**src/rtl/pwm_pkg.sv**
```systemverilog
// Shared types and helpers for the multi-channel PWM block.
package pwm_pkg;

  typedef enum logic {
    MODE_EDGE   = 1'b0,
    MODE_CENTER = 1'b1
  } cnt_mode_e;

  // Index width for a count of items, never narrower than one bit.
  function automatic int ch_idx_w(input int count);
    return (count > 1) ? $clog2(count) : 1;
  endfunction

  function automatic logic [63:0] pwm_max(input int width);
    return (64'd1 << width) - 64'd1;
  endfunction

endpackage

```
**src/rtl/pwm_timebase.sv**
```systemverilog
// Shared prescaler and period counter; produces the boundary strobe and period_start.
// PWM_CENTER_ALIGN_EN adds the center input and triangle counting.
module pwm_timebase
  import pwm_pkg::*;
#(
  parameter int WIDTH    = 8,
  parameter int PRESCALE = 1
) (
  input  logic             clk,
  input  logic             rst,
`ifdef PWM_CENTER_ALIGN_EN
  input  logic             center,
`endif
  output logic [WIDTH-1:0] cnt,
  output logic             boundary,
  output logic             period_start
);

  localparam int             PW         = ch_idx_w(PRESCALE);
  localparam logic [PW-1:0]  PRESC_LAST = PW'(PRESCALE - 1);
  localparam logic [WIDTH-1:0] CNT_TOP  = WIDTH'(pwm_max(WIDTH) - 64'd1);

  logic [PW-1:0]    presc_q, presc_d;
  logic [WIDTH-1:0] cnt_q, cnt_d;
  logic             period_start_q, period_start_d;
  logic             tick;

  assign tick = (presc_q == PRESC_LAST);

`ifdef PWM_CENTER_ALIGN_EN
  cnt_mode_e mode_q, mode_d;
  logic      dir_q, dir_d;   // 1 = counting down

  always_comb begin
    cnt_d    = cnt_q;
    dir_d    = dir_q;
    mode_d   = mode_q;
    boundary = 1'b0;
    if (tick) begin
      if (mode_q == MODE_CENTER) begin
        if (dir_q) begin
          if (cnt_q == WIDTH'(1)) begin
            boundary = 1'b1;
            cnt_d    = '0;
            dir_d    = 1'b0;
          end else begin
            cnt_d = cnt_q - 1'b1;
          end
        end else if (cnt_q == CNT_TOP) begin
          dir_d = 1'b1;
          cnt_d = cnt_q - 1'b1;
        end else begin
          cnt_d = cnt_q + 1'b1;
        end
      end else if (cnt_q == CNT_TOP) begin
        boundary = 1'b1;
        cnt_d    = '0;
      end else begin
        cnt_d = cnt_q + 1'b1;
      end
      // Mode is only sampled at a boundary so a period never changes shape midway.
      if (boundary) mode_d = center ? MODE_CENTER : MODE_EDGE;
    end
  end

  always_ff @(posedge clk) begin
    if (rst) begin
      mode_q <= MODE_EDGE;
      dir_q  <= 1'b0;
    end else begin
      mode_q <= mode_d;
      dir_q  <= dir_d;
    end
  end
`else
  always_comb begin
    cnt_d    = cnt_q;
    boundary = tick && (cnt_q == CNT_TOP);
    if (tick) cnt_d = boundary ? '0 : cnt_q + 1'b1;
  end
`endif

  always_comb begin
    presc_d        = tick ? '0 : presc_q + 1'b1;
    period_start_d = boundary;
  end

  always_ff @(posedge clk) begin
    if (rst) begin
      presc_q        <= '0;
      cnt_q          <= '0;
      period_start_q <= 1'b0;
    end else begin
      presc_q        <= presc_d;
      cnt_q          <= cnt_d;
      period_start_q <= period_start_d;
    end
  end

  assign cnt          = cnt_q;
  assign period_start = period_start_q;

endmodule

```
**src/rtl/pwm_multi_channel.sv**
```systemverilog
// N-channel PWM with duty values double-buffered and loaded at period boundaries.
// PWM_CENTER_ALIGN_EN adds the center input for triangle (center-aligned) counting.
module pwm_multi_channel
  import pwm_pkg::*;
#(
  parameter int WIDTH    = 8,
  parameter int CHANNELS = 4,
  parameter int PRESCALE = 1
) (
  input  logic                          clk,
  input  logic                          rst,
  input  logic                          wr_en,
  input  logic [ch_idx_w(CHANNELS)-1:0] wr_ch,
  input  logic [WIDTH-1:0]              wr_data,
  input  logic [CHANNELS-1:0]           ch_en,
  input  logic [CHANNELS-1:0]           pol,
`ifdef PWM_CENTER_ALIGN_EN
  input  logic                          center,
`endif
  output logic [CHANNELS-1:0]           pwm_out,
  output logic                          period_start
);

  logic [WIDTH-1:0] cnt;
  logic             boundary;
  logic             wr_ok;

  pwm_timebase #(
    .WIDTH    (WIDTH),
    .PRESCALE (PRESCALE)
  ) u_timebase (
    .clk          (clk),
    .rst          (rst),
`ifdef PWM_CENTER_ALIGN_EN
    .center       (center),
`endif
    .cnt          (cnt),
    .boundary     (boundary),
    .period_start (period_start)
  );

  assign wr_ok = wr_en && (32'(wr_ch) < 32'(CHANNELS));

  for (genvar i = 0; i < CHANNELS; i++) begin : g_ch
    logic [WIDTH-1:0] pending_q, pending_d;
    logic [WIDTH-1:0] active_q, active_d;
    logic             pwm_q, pwm_d;

    // The boundary load takes pending_q, so a write on the boundary cycle waits a period.
    always_comb begin
      pending_d = pending_q;
      if (wr_ok && (32'(wr_ch) == 32'(i))) pending_d = wr_data;
      active_d = boundary ? pending_q : active_q;
      pwm_d    = ch_en[i] ? ((cnt < active_q) ^ pol[i]) : pol[i];
    end

    always_ff @(posedge clk) begin
      if (rst) begin
        pending_q <= '0;
        active_q  <= '0;
        pwm_q     <= 1'b0;
      end else begin
        pending_q <= pending_d;
        active_q  <= active_d;
        pwm_q     <= pwm_d;
      end
    end

    assign pwm_out[i] = pwm_q;
  end

endmodule

```
**config.mk**
```make
export PLATFORM = sky130hd
export DESIGN_NAME = pwm_multi_channel
export DESIGN_NICKNAME = d
export VERILOG_FILES = /design/src/rtl/pwm_pkg.sv /design/src/rtl/pwm_timebase.sv /design/src/rtl/pwm_multi_channel.sv
export SDC_FILE = /design/constraint.sdc
export NUM_CORES = 1
export LEC_CHECK = 0
export CAP_MARGIN = 20
export CORE_MARGIN = 2
export CORE_UTILIZATION = 55
export CTS_CLUSTER_DIAMETER = 30
export DETAILED_ROUTE_END_ITERATION = 10
export PLACE_DENSITY = 0.76
export SKIP_CTS_REPAIR_TIMING = 1
export SYNTH_ARGS = -nofsm -noshare
export SYNTH_HDL_FRONTEND = slang
export SYNTH_SLANG_ARGS = --single-unit
```
**constraint.sdc**
```tcl
create_clock -name clk -period 3.2 [get_ports clk]
set_input_delay 0.64 -clock clk [delete_from_list [all_inputs] [get_ports clk]]
set_output_delay 0.64 -clock clk [all_outputs]
set_load 0.01 [all_outputs]
```
==> run_results.csv <==
group,metric,value,unit
timing,grt_setup_unrepaired,"no",
run_status,outcome,"complete, no violations",
detailed_routing,drtAntennaViolNets,0,
detailed_routing,drcViolationCount,0,
global_routing,grt.total_usage,22.1,%
timing,max-slew-margin-rel,49.4,%
timing,slew_viol_final,0,
yosys,syn_inst,412,
placement,io_buffers,25,
detailed_routing,drt_iter0_markers,148,
placement,numPlacedInstances,493,
die,die_height,84.3,um
yosys,synth_seq_cells,78,
layout,final-instance-count-excl-fill,509,
global_routing,via_count_of_the_first_global_routing_pass,2533,
worst_setup_path,timing.critical_path.fanout_max,34,
detailed_routing,met3RoutedLength,314,um
global_routing,grt_remaining_overflow,0,
yosys,synthTopCellsByArea,"sky130_fd_sc_hd__dfxtp_1, sky130_fd_sc_hd__ha_1, sky130_fd_sc_hd__mux2i_1",
clocking,cts_max_path_buffers,2,
yosys,synth_top_area_cell,"sky130_fd_sc_hd__dfxtp_1",
detailed_routing,via_per_inst,5.36,
layout,finalInstanceArea,4020,um2
global_routing,largest_net_degree_at_the_start_of_global_routing,41,
yosys,post-synth-top-area-fraction,44.0,%
clocking,cts_buffers,9,
power_and_ir_drop,power.switching_fraction,24.9,%
die,floorplan_row_count,29,
power_and_ir_drop,irDropWorstVdd,0.372,mV
yosys,yosysUniqueCellTypes,30,
die,floorplan.io_pins,26,
global_routing,grt_first_pass_wirelength,12500,um
clocking,clock_tree.htree_level_count,3,
power_and_ir_drop,finalPower,1.90,mW
power_and_ir_drop,power_density,472,nW/um2
yosys,synth_top_flop_cell,"sky130_fd_sc_hd__dfxtp_1",
yosys,postSynthNetCount,463,
clocking,clk_pin_slew,0.09,ns
placement,gpl.final_weighted_congestion,0.765,
power_and_ir_drop,static-leakage-power,1.61,nW
detailed_routing,drt_wl_total,7330,um
worst_setup_path,r2r_setup_slack,1.30,ns
timing,report.final.setup_viol,0,
layout,layout_cells_sized_above_1,5.79,%
worst_setup_path,cp_data_arrival_time,2.19,ns
worst_setup_path,worst-r2r-cell-count,6,
die,floorplan.die.width,84.3,um
die,floorplan.initialDensity,56.5,%
power_and_ir_drop,p_int,1.42,mW
worst_setup_path,timing.critical_path.to_type,"flop",
yosys,async_reset_ff_share,0,%
yosys,synth_sequential_area_ratio,44.0,%
power_and_ir_drop,seqPwrFrac,53.0,%
timing,worst_clock_skew,0.0125,ns
detailed_routing,detailroute.wirelength.met2,3170,um
worst_setup_path,critical_path.startpoint_type,"flop",
worst_setup_path,reg2reg_to,"g_ch[0].active_q[3]",
job,cap_violations,0,
layout,finalNetCount,478,
clocking,insertion_delay,0.36,ns
timing,final_min_period_over_clock_period,59.3,%
power_and_ir_drop,relative_contribution_of_combinational_cells_to_total_power,6.5,%
yosys,post-synth-top-count-cell,"sky130_fd_sc_hd__dfxtp_1",
worst_setup_path,worstReg2RegStart,"u_timebase.cnt[1]",
worst_hold_path,worst_hold_path.num_cells,2,
layout,diodes,0,
worst_setup_path,critical_path_required_time,3.49,ns
clocking,cts_sinks,78,
timing,finalHoldViolCount,0,
detailed_routing,post_drt_wl_per_cell,14.4,um
power_and_ir_drop,power_frac_clock,40.5,%
placement,dpl.hpwl,5140,um
timing,max_freq,527,MHz
timing,final.setup.tns,0,ns
worst_hold_path,hold_end,"g_ch[2].active_q[5]",
placement,post_dp_cell_area,3820,um2
yosys,synth_commonest_cells,"sky130_fd_sc_hd__dfxtp_1, sky130_fd_sc_hd__nand2_1, sky130_fd_sc_hd__nor2_1",
yosys,post_synth_edffs,0,
layout,num-fill-cells,549,
global_routing,grt_antenna_before_repair,0,
clocking,cts_tree,"done",
yosys,syn_area_per_cell,8.61,um2
detailed_routing,drt-met1-wl,3690,um
yosys,post_synth_instance_area,3550,um2
worst_hold_path,timing.hold.worst.class,"flop to flop",
detailed_routing,vias,2728,
die,core_area,6280,um2
layout,synthesis_to_finish_area_growth,13.3,%
yosys,yosys_warnings,0,
detailed_routing,drt_pass1_iterations,4,
detailed_routing,highest_routed_layer,"met4",
worst_setup_path,crit_type,"flop to flop",
die,die_area,7110,um2
clocking,cts.root.buffer_cell,"sky130_fd_sc_hd__clkbuf_8",
worst_hold_path,timing.hold.worst.start,"g_ch[2].active_q[5]",
timing,timing_worst_slew_pin_value,0.758,ns
timing,post-route-min-period,1.90,ns
power_and_ir_drop,net-switching-power,0.473,mW
metrics by stage:
stage	hold WS, ns	setup slack [ns]	util [%]
final	0.459	1.30	64.1
after global routing	0.474	1.14	64.1
after CTS	0.460	1.30	64.1
after detailed placement	0.447	1.12	60.8
after global placement	0.443	1.18	60.8
after floorplan	0.431	1.57	-
routing by layer:
metal | global-route usage (%) | vias to the layer above
li1 | - | 1393
met4 | 11.0 | 0
met2 | 33.0 | 63
met1 | 31.3 | 1260
met5 | 0 | -
met3 | 3.05 | 12
registers in the layout, indices dropped and copies added, names as in the netlist:
signal,count
g_ch.pwm_q,4
u_timebase.period_start,1
g_ch.active_q,32
u_timebase.cnt,8
u_timebase.presc_q,1
g_ch.pending_q,32
power by group through the flow:
stage	registers [mW]	clock network, mW	logic (mW)
after detailed placement	1.03	0	0.122
after global routing	1.01	0.811	0.135
after CTS	1.01	0.776	0.123
after global placement	1.03	0	0.119
final	1.01	0.769	0.122
after floorplan	1.02	0	0.0747
worst max-delay path: stages (launching register included):
cell and delay (ns):
sky130_fd_sc_hd__dfxtp_1 0.54, sky130_fd_sc_hd__ha_1 0.22, sky130_fd_sc_hd__nand4b_1 0.13, sky130_fd_sc_hd__nor2_2 0.26, sky130_fd_sc_hd__buf_4 0.40, sky130_fd_sc_hd__nand2_1 0.14, sky130_fd_sc_hd__a21oi_1 0.13
cells by family after synthesis:
group / Yosys count / synth area share [%]
muxes: 32 / 9.03
buffers and inverters: 54 / 6.28
adders and majority gates: 30 / 10.6
AOI/OAI and AO/OA: 54 / 9.06
other: 1 / 0.106
DFF: 78 / 44.0
and+or+nand+nor: 156 / 19.2
xor gates and xnor gates: 7 / 1.73
how the worst max path moves through the flow:
stage	from	end	slack, ns	cells past startpoint
after global routing	u_timebase.cnt[1]	g_ch[0].active_q[4]	1.14	6
after detailed placement	wr_ch[0]	g_ch[2].pending_q[7]	1.12	4
after CTS	u_timebase.cnt[1]	g_ch[0].active_q[3]	1.30	6
after global placement	wr_ch[0]	g_ch[2].pending_q[7]	1.18	4
final	u_timebase.cnt[1]	g_ch[0].active_q[3]	1.30	6
after floorplan	u_timebase.cnt[1]	u_timebase.cnt[1]	1.57	7
cell usage in the layout, fill, tap and decap left out, types with 2 or more instances in the layout:
cell type	Yosys	layout
sky130_fd_sc_hd__clkbuf_8	0	9
sky130_fd_sc_hd__xor2_1	3	3
sky130_fd_sc_hd__xnor2_1	4	4
sky130_fd_sc_hd__clkdlybuf4s50_1	0	24
sky130_fd_sc_hd__inv_6	0	2
sky130_fd_sc_hd__a21oi_1	38	38
sky130_fd_sc_hd__a2111oi_2	3	3
sky130_fd_sc_hd__buf_4	4	2
sky130_fd_sc_hd__or3_1	3	3
sky130_fd_sc_hd__mux2i_1	32	32
sky130_fd_sc_hd__nor3_1	11	11
sky130_fd_sc_hd__nor2_1	45	44
sky130_fd_sc_hd__a21o_1	3	3
sky130_fd_sc_hd__nor2b_1	2	2
sky130_fd_sc_hd__nand4b_1	4	4
sky130_fd_sc_hd__ha_1	30	30
sky130_fd_sc_hd__o21ai_0	5	5
sky130_fd_sc_hd__nand2_1	71	71
sky130_fd_sc_hd__nand3b_1	2	2
sky130_fd_sc_hd__o21a_1	3	3
sky130_fd_sc_hd__dfxtp_1	78	78
sky130_fd_sc_hd__nand3_1	4	4
sky130_fd_sc_hd__nor3b_1	2	2
sky130_fd_sc_hd__nand2b_1	3	3
sky130_fd_sc_hd__inv_1	30	30
sky130_fd_sc_hd__nand4_1	7	7
layout make-up:
| class | instances | area [um2] | share of cell area (%) |
|---|---|---|---|
| Clock buffer | 9 | 124 | 3.08 |
| Clock inverter | 7 | 80.1 | 1.99 |
| Sequential cell | 78 | 1560 | 38.8 |
| Timing Repair Buffer | 28 | 280 | 6.97 |
| Tap cell | 77 | 96.3 | 2.40 |
| Inverter | 30 | 113 | 2.80 |
| Multi-Input combinational cell | 280 | 1770 | 43.9 |
Power figures use the tool's default switching activity.
